## config.mk

```make
export PLATFORM = sky130hd
export DESIGN_NAME = mem_port_arbiter_flat
export DESIGN_NICKNAME = d
export VERILOG_FILES = /design/src/rtl/mem_port_arbiter_if.sv /design/src/rtl/mem_port_arbiter.sv /design/src/flat_wrapper.sv
export SDC_FILE = /design/constraint.sdc
export NUM_CORES = 1
export LEC_CHECK = 0
export BUFFER_PORTS_ARGS = -buffer_cell sky130_fd_sc_hd__buf_2
export CORE_MARGIN = 2
export CORE_UTILIZATION = 41
export CTS_CLUSTER_DIAMETER = 50
export DETAILED_ROUTE_END_ITERATION = 10
export GPL_TIMING_DRIVEN = 1
export PLACE_DENSITY = 0.75
export SYNTH_ARGS = -nofsm -noshare
export SYNTH_HDL_FRONTEND = slang
export SYNTH_SLANG_ARGS = --single-unit
```

## constraint.sdc

```tcl
create_clock -name clk -period 1.66 [get_ports clk]
set_clock_uncertainty 0.1 [all_clocks]
set_input_delay 0.415 -clock clk [delete_from_list [all_inputs] [get_ports clk]]
set_output_delay 0.415 -clock clk [all_outputs]
set_load 0.03 [all_outputs]
```

## src/rtl/mem_port_arbiter_if.sv

```systemverilog
// Bus bundle for mem_port_arbiter: two requester ports (A = processor,
// B = loader/debug) plus the Memory_Unit side.
// slave  : arbiter view (drives acks, read data and memory controls)
// master : environment view (drives requests and memory read data)
interface mem_port_arbiter_if #(
  parameter int word_size = 8
);
  // Port A
  logic                 req_a;
  logic                 we_a;
  logic [word_size-1:0] addr_a;
  logic [word_size-1:0] wdata_a;
  logic                 ack_a;
  logic [word_size-1:0] rdata_a;
  // Port B
  logic                 req_b;
  logic                 we_b;
  logic [word_size-1:0] addr_b;
  logic [word_size-1:0] wdata_b;
  logic                 ack_b;
  logic [word_size-1:0] rdata_b;
  // Shared status
  logic                 err;
  // Memory_Unit side
  logic [word_size-1:0] mem_addr;
  logic [word_size-1:0] mem_wdata;
  logic                 mem_write;
  logic [word_size-1:0] mem_rdata;

  modport slave (
    input  req_a, we_a, addr_a, wdata_a,
    output ack_a, rdata_a,
    input  req_b, we_b, addr_b, wdata_b,
    output ack_b, rdata_b,
    output err,
    output mem_addr, mem_wdata, mem_write,
    input  mem_rdata
  );

  modport master (
    output req_a, we_a, addr_a, wdata_a,
    input  ack_a, rdata_a,
    output req_b, we_b, addr_b, wdata_b,
    input  ack_b, rdata_b,
    input  err,
    input  mem_addr, mem_wdata, mem_write,
    output mem_rdata
  );
endinterface

```

## src/rtl/mem_port_arbiter.sv

```systemverilog
// mem_port_arbiter: shares the single-port Memory_Unit between the processor
// (port A) and a loader/debug port (port B). Round-robin between the two,
// one transaction at a time: IDLE (grant) -> ACCESS (memory cycle) -> RESP (ack).
// Optional feature: define ADDR_PROTECT_EN to suppress port A writes into
// [PROT_LO, PROT_HI]; such a transaction still completes, with err raised on ack.
module mem_port_arbiter #(
  parameter int word_size = 8
`ifdef ADDR_PROTECT_EN
  ,
  parameter logic [word_size-1:0] PROT_LO = 8'hF0,
  parameter logic [word_size-1:0] PROT_HI = 8'hFF
`endif
) (
  input  logic             clk,
  input  logic             rst,   // asynchronous, active-low
  mem_port_arbiter_if.slave bus
);

  typedef enum logic [1:0] {ST_IDLE, ST_ACCESS, ST_RESP} state_t;
  typedef enum logic       {PORT_A, PORT_B}              port_t;

  state_t               r_state;
  state_t               w_next_state;
  port_t                r_owner;
  port_t                r_last;
  logic                 r_we;
  logic [word_size-1:0] r_addr;
  logic [word_size-1:0] r_wdata;
  logic [word_size-1:0] r_rdata_a;
  logic [word_size-1:0] r_rdata_b;

  logic                 w_grant;
  port_t                w_grant_port;
  logic                 w_blocked;

  // State register.
  // NOTE: sequential state uses non-blocking (<=) so every flop samples the
  // pre-edge values; blocking here would create order-dependent races.
  always_ff @(posedge clk or negedge rst) begin
    if (!rst) r_state <= ST_IDLE;
    else      r_state <= w_next_state;
  end

  // Next-state and grant decision; round-robin favours the port that was not last served.
  // NOTE: every signal gets a default first so no path leaves it unassigned,
  // which would otherwise infer a latch.
  always_comb begin
    w_next_state = r_state;
    w_grant      = 1'b0;
    w_grant_port = PORT_A;
    case (r_state)
      ST_IDLE: begin
        if (bus.req_a && bus.req_b) begin
          w_grant      = 1'b1;
          w_grant_port = (r_last == PORT_A) ? PORT_B : PORT_A;
        end else if (bus.req_a) begin
          w_grant      = 1'b1;
          w_grant_port = PORT_A;
        end else if (bus.req_b) begin
          w_grant      = 1'b1;
          w_grant_port = PORT_B;
        end
        if (w_grant) w_next_state = ST_ACCESS;
      end
      ST_ACCESS: w_next_state = ST_RESP;
      ST_RESP:   w_next_state = ST_IDLE;
      default:   w_next_state = ST_IDLE;
    endcase
  end

  // Transaction latch at grant; read capture and fairness update at the end of ACCESS.
  always_ff @(posedge clk or negedge rst) begin
    if (!rst) begin
      r_owner   <= PORT_B;
      r_last    <= PORT_B;
      r_we      <= 1'b0;
      r_addr    <= '0;
      r_wdata   <= '0;
      r_rdata_a <= '0;
      r_rdata_b <= '0;
    end else begin
      if (w_grant) begin
        r_owner <= w_grant_port;
        if (w_grant_port == PORT_A) begin
          r_we    <= bus.we_a;
          r_addr  <= bus.addr_a;
          r_wdata <= bus.wdata_a;
        end else begin
          r_we    <= bus.we_b;
          r_addr  <= bus.addr_b;
          r_wdata <= bus.wdata_b;
        end
      end
      if (r_state == ST_ACCESS) begin
        r_last <= r_owner;
        if (!r_we) begin
          if (r_owner == PORT_A) r_rdata_a <= bus.mem_rdata;
          else                   r_rdata_b <= bus.mem_rdata;
        end
      end
    end
  end

  // Write protection applies only to port A writes inside the protected window.
`ifdef ADDR_PROTECT_EN
  assign w_blocked = (r_owner == PORT_A) && r_we &&
                     (r_addr >= PROT_LO) && (r_addr <= PROT_HI);
`else
  assign w_blocked = 1'b0;
`endif

  // Outputs decode straight from the state register, so reset clears them at once.
  assign bus.mem_addr  = r_addr;
  assign bus.mem_wdata = r_wdata;
  assign bus.mem_write = (r_state == ST_ACCESS) && r_we && !w_blocked;
  assign bus.ack_a     = (r_state == ST_RESP) && (r_owner == PORT_A);
  assign bus.ack_b     = (r_state == ST_RESP) && (r_owner == PORT_B);
  assign bus.err       = (r_state == ST_RESP) && w_blocked;
  assign bus.rdata_a   = r_rdata_a;
  assign bus.rdata_b   = r_rdata_b;

endmodule

```

## src/flat_wrapper.sv

```systemverilog
// flat-port wrapper written by rule: the top's interface ports become plain ports
module mem_port_arbiter_flat 
#(
  parameter int word_size = 8

)
  (clk, rst, bus_req_a, bus_we_a, bus_addr_a, bus_wdata_a, bus_ack_a, bus_rdata_a, bus_req_b, bus_we_b, bus_addr_b, bus_wdata_b, bus_ack_b, bus_rdata_b, bus_err, bus_mem_addr, bus_mem_wdata, bus_mem_write, bus_mem_rdata);
  mem_port_arbiter_if #(.word_size(word_size)) bus_i ();
  input  logic clk;
  input  logic rst;
  input wire logic [$bits(bus_i.req_a)-1:0] bus_req_a;
  input wire logic [$bits(bus_i.we_a)-1:0] bus_we_a;
  input wire logic [$bits(bus_i.addr_a)-1:0] bus_addr_a;
  input wire logic [$bits(bus_i.wdata_a)-1:0] bus_wdata_a;
  output wire logic [$bits(bus_i.ack_a)-1:0] bus_ack_a;
  output wire logic [$bits(bus_i.rdata_a)-1:0] bus_rdata_a;
  input wire logic [$bits(bus_i.req_b)-1:0] bus_req_b;
  input wire logic [$bits(bus_i.we_b)-1:0] bus_we_b;
  input wire logic [$bits(bus_i.addr_b)-1:0] bus_addr_b;
  input wire logic [$bits(bus_i.wdata_b)-1:0] bus_wdata_b;
  output wire logic [$bits(bus_i.ack_b)-1:0] bus_ack_b;
  output wire logic [$bits(bus_i.rdata_b)-1:0] bus_rdata_b;
  output wire logic [$bits(bus_i.err)-1:0] bus_err;
  output wire logic [$bits(bus_i.mem_addr)-1:0] bus_mem_addr;
  output wire logic [$bits(bus_i.mem_wdata)-1:0] bus_mem_wdata;
  output wire logic [$bits(bus_i.mem_write)-1:0] bus_mem_write;
  input wire logic [$bits(bus_i.mem_rdata)-1:0] bus_mem_rdata;
  assign bus_i.req_a = bus_req_a;
  assign bus_i.we_a = bus_we_a;
  assign bus_i.addr_a = bus_addr_a;
  assign bus_i.wdata_a = bus_wdata_a;
  assign bus_ack_a = bus_i.ack_a;
  assign bus_rdata_a = bus_i.rdata_a;
  assign bus_i.req_b = bus_req_b;
  assign bus_i.we_b = bus_we_b;
  assign bus_i.addr_b = bus_addr_b;
  assign bus_i.wdata_b = bus_wdata_b;
  assign bus_ack_b = bus_i.ack_b;
  assign bus_rdata_b = bus_i.rdata_b;
  assign bus_err = bus_i.err;
  assign bus_mem_addr = bus_i.mem_addr;
  assign bus_mem_wdata = bus_i.mem_wdata;
  assign bus_mem_write = bus_i.mem_write;
  assign bus_i.mem_rdata = bus_mem_rdata;
  mem_port_arbiter #(.word_size(word_size)) u_core (.clk(clk), .rst(rst), .bus(bus_i));
endmodule
```

Word level (Yosys, flattened, before mapping):

Index checks and enable logic that the tools add are counted.

* input bits: 46
* register bits after elaboration: 37
* logic and storage cells: 34
* output and inout port bits: 36

* reduce and logical (&&, ||, !) cells: 7
* multiplexer cells: 14
* bitwise operators: 2
* equality and inequality tests: 3

Operators by type and width (count)
* 2-to-1 mux 8 bit: 2
* 2-to-1 mux 1 bit: 10
* AND reduction 3 bit: 2
* logical AND 1 bit: 4
* one-hot mux 2 bit (2 select lines): 1
* equality test 2 x 1 -> 1 bit (second input constant): 1
* equality test 2 bit (second input constant): 1
* logical NOT 2 bit: 1
* 2-to-1 mux 2 bit: 1
* inequality test 2 bit (second input constant): 1
* inverter 1 bit: 2

Longest topological paths before layout:

Gate-level depths: netlist of the first run.

* word-level depth: 6
* mapped depth: 5

Worst setup path before layout of the first run:

Ideal clock, no wire load.

* kind: flip-flop to output port
* start point: reg u_core.r_state[0]
* end point: out bus_ack_a
* cell stages (with the launch flop): 2
* data required time: 1.145 ns
* data arrival time: 1.168 ns
* buffers on the path: 0
* slack: -0.023 ns
* cell sequence: dfrtp_1 > nor3b_1

* word-level cells in the longest chain between the ends: 2

RTL lines
* start, declared: line mem_port_arbiter.sv:22 `state_t r_state;`
* start signal, assigned: line mem_port_arbiter.sv:41 `else r_state <= w_next_state;`
* equality test 2 bit: line mem_port_arbiter.sv:116 `assign bus.ack_a = (r_state == ST_RESP) && (r_owner == PORT_A);`
* logical AND 1 bit: line mem_port_arbiter.sv:116
* end, declared: line flat_wrapper.sv:15 `output wire logic [$bits(bus_i.ack_a)-1:0] bus_ack_a;`

No other way between the ends.

Final worst setup path of the first run:

* start point: reg u_core.r_state[1]
* end point: out bus_mem_write

* word-level cells in the longest chain between the ends: 2

RTL lines
* equality test 2 x 1 -> 1 bit: line mem_port_arbiter.sv:115 `assign bus.mem_write = (r_state == ST_ACCESS) && r_we && !w_blocked;`
* logical AND 1 bit: line mem_port_arbiter.sv:115
* end, declared: line flat_wrapper.sv:26 `output wire logic [$bits(bus_i.mem_write)-1:0] bus_mem_write;`

No other way between the ends.

==> results of run 1 <==
-- through the flow --
stage	hold WS (ns)	cell area [sq um]	util [%]
finish	0.279	2470	62.1
global placement	0.293	2240	56.3
global route	0.273	2470	62.1
floorplan	0.0194	1670	-
detailed placement	0.293	2240	56.3
CTS	0.272	2360	59.5
-- final timing paths --
| check | start | to | slack, ns | depth (start not counted) |
|---|---|---|---|---|
| hold reg to reg | u_core.bus.mem_addr[2]$_DFFE_PN0P_ | u_core.bus.mem_addr[2]$_DFFE_PN0P_ | 0.40 | 1 |
| hold / removal | bus_mem_rdata[7] | u_core.bus.rdata_b[7]$_DFFE_PN0P_ | 0.28 | 2 |
| setup reg to reg | u_core.r_state[1]$_DFFE_PN0P_ | u_core.bus.rdata_a[0]$_DFFE_PN0P_ | -0.01 | 5 |
| max in group asynchronous | rst | u_core.r_owner$_DFFE_PN1P_ | 0.69 | 3 |
| setup / recovery | u_core.r_state[1]$_DFFE_PN0P_ | bus_mem_write | -0.06 | 3 |
| min in group asynchronous | rst | u_core.bus.mem_addr[2]$_DFFE_PN0P_ | 0.52 | 3 |
-- kinds of logic after synthesis --
kind of cell	after synthesis	share of synthesized area, %
flip-flops	37	55.7
multiplexers	17	11.5
buffers and inverters	12	3.08
AO/OA/AOI/OAI	41	19.7
other	1	0.225
AND/OR/NAND/NOR	24	9.83
-- report_power, final --
| part | switching (uW) | leakage [uW] | internal (uW) |
|---|---|---|---|
| clock | 290 | 0.0000443 | 329 |
| combinational | 1760 | 0.000753 | 1410 |
| sequential | 300 | 0.000443 | 1390 |
| total | 2350 | 0.00124 | 3130 |
-- area by class of cell --
class	count	area (sq um)
flip-flops and latches	37	928
multi-input cells	83	767
fillers	313	1510
repair buffers	99	618
well taps	50	62.6
inverters	1	3.75
clock buffers	7	86.3
-- registers in the layout (all words and copies together), names as in the netlist --
signal and flops:
u_core.r_last 1, u_core.r_owner 1, u_core.bus.rdata_b 8, u_core.r_state 2
u_core.bus.rdata_a 8, u_core.bus.mem_addr 8, u_core.bus.mem_wdata 8, u_core.r_we 1
-- routing by layer --
| layer | global-route usage (%) | routed length (microns) | up-vias |
|---|---|---|---|
| met5 | 0 | 0 | - |
| met4 | 8.25 | 34 | 0 |
| met3 | 4.00 | 323 | 4 |
| met2 | 32.5 | 2260 | 62 |
| met1 | 23.7 | 1830 | 771 |
| li1 | - | - | 698 |
-- cell usage in the layout, fill, tap and decap left out, types with 2 or more instances in the layout --
cell | Yosys | final
buf_4 | 1 | 12
a32oi_1 | 11 | 11
buf_2 | 2 | 77
dfrtp_1 | 35 | 35
buf_12 | 0 | 4
mux2_4 | 0 | 16
clkbuf_8 | 0 | 6
and3_1 | 12 | 12
buf_6 | 0 | 4
dfstp_2 | 2 | 2
o2bb2ai_1 | 11 | 11
a221o_1 | 6 | 6
a21oi_1 | 11 | 11
-- what timing repair did --
action / 4_1_cts / 5_1_grt
hold buffers: 1 / 0
endpoints found under the setup margin: 2 / 26
endpoints found under the hold margin: 17 / 0
setup buffers: 2 / 3
pin swaps: 0 / 1
gates resized for setup: 6 / 21
==> run_results.csv, run 1 <==
group,metric,value,unit
run_status,status,"complete, but fails checks",
run_status,violations,"setup timing",
grt,overflow,0,
timing,min_period,1.72,ns
synth,synth_top_cell_area_share,52.5,%
timing,rsz0062_at_grt,"yes",
grt,grt_use_total,19.2,%
place,pre_cts_ws,0.0308,ns
cells_and_area,n_antenna_cell,0,
power_and_ir_drop,powerDensity,2220,nW/um^2
setup_path,worstPathRequired,1.14,ns
cells_and_area,drive_gt1_share,57.3,%
synth,synth_warnings,0,
timing,fmax,582,MHz
synth,syn_nets,178,
detailed_routing,vias,1535,
clocking,clock_sinks,37,
synth,yosys.cell_types.count,24,
clocking,cts-root-buf,"clkbuf_8",
floorplan,coreArea,3970,sq um
worst_hold_path,min_path_type,"input port to register",
floorplan,die_w,67.8,microns
setup_path,end_kind,"output pin",
synth,synthArstFlopShare,100,%
cells_and_area,areaGrowthSynthToFinish,47.9,%
grt,antenna_found_initial,0,
synth,netlist_area,1670,sq um
place,dp_cells,264,
setup_path,setup.worst_path.start_class,"register",
setup_path,path_cells,"and2b_1 > and2_4 > buf_6",
timing,hold_viol,0,
detailed_routing,drc,0,
timing,finalSetupViolations,5,
synth,synth_edf_count,0,
place,io_buffer_count,80,
synth,synth_commonest_cells,"35 x dfrtp_1, 17 x mux2_2, 12 x and3_1",
grt,grt_pass1_vias,1455,
place,place.gp.congestion,0.784,
floorplan,die_y,67.8,microns
setup_path,worstPathMaxFanout,5,
detailed_routing,wl,4.45,mm
timing,setup_ws,-0.0568,ns
clocking,cts_buffers,5,
synth,yosysMostFrequentCell,"dfrtp_1",
grt,grt_max_degree,38,
setup_path,slowest_delay,0.42,ns
floorplan,die_area,4590,sq um
cells_and_area,nets,273,
power_and_ir_drop,leakagePower,0.00124,uW
power_and_ir_drop,total_power,5480,uW
synth,netlist.top_cell.by_area,"dfrtp_1",
floorplan,ios,82,
power_and_ir_drop,peakVddDrop,1.25,mV
setup_path,crit_family,"flip-flops",
job,maxCapViolCount,0,
place,hpwlAfterDp,3.14,mm
detailed_routing,drtPass1Iterations,4,
synth,avgSynthCellArea,12.6,sq um
grt,grt_pass1_wl,6.62,mm
setup_path,cp_num_buf_inv,1,
floorplan,rows,23,
setup_path,cp_slowest_cell,"dfrtp_1",
detailed_routing,first_iter_violations,124,
timing,fin_crit_sh,103,%
synth,synth_area_leaders,"dfrtp_1 53%, mux2_2 11%, a32oi_1 5.8%",
synth,yosysSeqAreaShare,55.7,%
setup_path,worstPathArrival,1.20,ns
synth,syn_inst,132,
clocking,tritoncts,"yes",
detailed_routing,route.detailed.wl_per_inst,16.1,microns
clocking,insertion_delay,0.27,ns
synth,synth_flop_cell,"dfrtp_1",
clocking,clk_pin_slew,0.07,ns
floorplan,initial_core_util,42.0,%
clocking,clockBufferDepth,2,
timing,fin_setup_tns,-0.0890,ns
setup_path,path_class,"register to output pin",
synth,ys_seq_elements,37,
cells_and_area,layout.cells.non_filler,277,
detailed_routing,vias_per_cell,5.54,
clocking,htreeDepth,2,
detailed_routing,drtAntennaViolNets,0,
timing,slew_viol_final,0,
(Power assumes the default switching activity.)
==> inputs of run 2 (changes only) <==
CELL_PAD_IN_SITES_DETAIL_PLACEMENT = 0   (was default)
CELL_PAD_IN_SITES_GLOBAL_PLACEMENT = 1   (was default)
CORE_UTILIZATION = 31   (was 41)
PLACE_DENSITY = default   (was 0.75)
PLACE_DENSITY_LB_ADDON = 0.1   (was default)
==> run_results.csv, run 2 (synthesis gave the netlist of run 1 again) <==
group,metric,value,unit
run_status,status,"complete, but fails checks",
run_status,violations,"setup timing",
setup_path,worstPathRequired,1.14,ns
detailed_routing,route.detailed.wl_per_inst,15.4,microns
floorplan,coreArea,5140,sq um
floorplan,die_w,77.4,microns
place,hpwlAfterDp,3.45,mm
detailed_routing,wl,4.60,mm
floorplan,die_area,5980,sq um
power_and_ir_drop,leakagePower,0.00119,uW
cells_and_area,areaGrowthSynthToFinish,45.8,%
timing,setup_ws,-0.0275,ns
timing,slew_viol_final,0,
place,dp_cells,285,
setup_path,end_kind,"output pin",
grt,overflow,0,
cells_and_area,final-seq-area,930,sq um
grt,grt_pass1_wl,7.89,mm
cells_and_area,nets,273,
clocking,tritoncts,"yes",
cells_and_area,final_area,2430,sq um
cells_and_area,layout_commonest_cell,"buf_2",
cells_and_area,n_antenna_cell,0,
cells_and_area,nFillCells,532,
clocking,cts_buffers,5,
setup_path,path_class,"register to output pin",
detailed_routing,drtPass1Iterations,4,
place,placed_area,2240,sq um
clocking,cts-root-buf,"clkbuf_8",
setup_path,setup.worst_path.start_class,"register",
grt,grt_use_total,16.4,%
clocking,clock_sinks,37,
setup_path,worstPathMaxFanout,4,
timing,min_period,1.69,ns
detailed_routing,vias_per_cell,5.19,
clocking,clk_pin_slew,0.08,ns
detailed_routing,drtAntennaViolNets,0,
detailed_routing,vias,1546,
floorplan,rows,26,
cells_and_area,multi_input_area,698,sq um
grt,antenna_found_initial,0,
timing,rsz0062_at_grt,"yes",
clocking,htreeDepth,2,
grt,grt_pass1_vias,1621,
place,place.gp.congestion,0.775,
timing,fin_crit_sh,102,%
detailed_routing,first_iter_violations,86,
cells_and_area,drive_gt1_share,57.9,%
power_and_ir_drop,peakVddDrop,0.926,mV
clocking,insertion_delay,0.28,ns
floorplan,die_y,77.4,microns
timing,finalSetupViolations,3,
place,io_buffer_count,80,
setup_path,worstPathArrival,1.17,ns
timing,hold_viol,0,
worst_hold_path,min_path_type,"input port to register",
timing,fmax,593,MHz
cells_and_area,layout.cells.non_filler,298,
floorplan,initial_core_util,32.4,%
floorplan,ios,82,
power_and_ir_drop,powerDensity,2230,nW/um^2
cells_and_area,layout_common_cells,"77 x buf_2, 34 x dfrtp_1, 17 x mux2_2",
job,maxCapViolCount,0,
clocking,clockBufferDepth,2,
detailed_routing,drc,0,
grt,grt_max_degree,22,
## run 2: changes by cell type in the layout (fill, tap and decap cells not counted), sizes merged
cell and delta:
clkinvlp +1, clkbuf -2, buf +1, bufinv +1
## run 2: repair_timing
action	CTS	global route
endpoints found under the setup margin	3	17
hold endpoints to repair	16	0
setup buffers	4	0
hold buffers	1	0
gates resized for setup	7	3
pin swaps	1	0
## run 2: final cells by class
cell class | count | share of cell area, %
well taps | 70 | 3.60
multi-input cells | 83 | 28.7
inverters | 1 | 0.154
repair buffers | 99 | 24.4
clock inverters | 2 | 1.54
flip-flops and latches | 37 | 38.2
clock buffers | 6 | 3.40
## run 2: where the power goes
group	leakage, uW	switching [uW]	internal (uW)	total [uW]
clock	0.0000574	321	488	810
sequential	0.000441	265	1390	1650
combinational	0.000695	1740	1210	2960
## run 2: final timing paths
kind | start | to | slack, ns | cells past startpoint
min | bus_mem_rdata[0] | u_core.bus.rdata_a[0]$_DFFE_PN0P_ | 0.27 | 2
max reg2reg | u_core.r_state[1]$_DFFE_PN0P_ | u_core.bus.rdata_a[1]$_DFFE_PN0P_ | 0.02 | 5
min reg2reg | u_core.bus.mem_addr[1]$_DFFE_PN0P_ | u_core.bus.mem_addr[1]$_DFFE_PN0P_ | 0.39 | 1
min in group asynchronous | rst | u_core.bus.rdata_b[6]$_DFFE_PN0P_ | 0.48 | 2
max in group asynchronous | rst | u_core.r_owner$_DFFE_PN1P_ | 0.44 | 3
max | u_core.r_state[0]$_DFFE_PN0P_ | bus_mem_write | -0.03 | 3
## run 2: layer usage
| metal | up-vias | GRT usage, % | part of all wire [%] |
|---|---|---|---|
| li1 | 700 | - | - |
| met1 | 780 | 23.7 | 45 |
| met2 | 62 | 23.7 | 46 |
| met3 | 4 | 5.00 | 7.5 |
| met4 | 0 | 4.64 | 1.1 |
| met5 | - | 0 | 0 |
## run 2: through the flow
stage	hold WS (ns)	setup TNS [ns]	power (uW)	setup slack [ns]	utilization, %
floorplan	0.0194	0	3540	0.0738	-
global placement	0.252	0	4450	0.0217	43.6
detailed placement	0.268	0	4520	0.0281	43.6
CTS	0.263	-0.0753	5470	-0.0358	47.1
global route	0.260	-0.580	5770	-0.0817	47.3
finish	0.271	-0.0428	5420	-0.0275	47.3
## run 2: critical path: stages (launching register included)
cell and delay (ns):
dfrtp_2 0.42, and2b_1 0.18, and2_4 0.16, buf_6 0.13
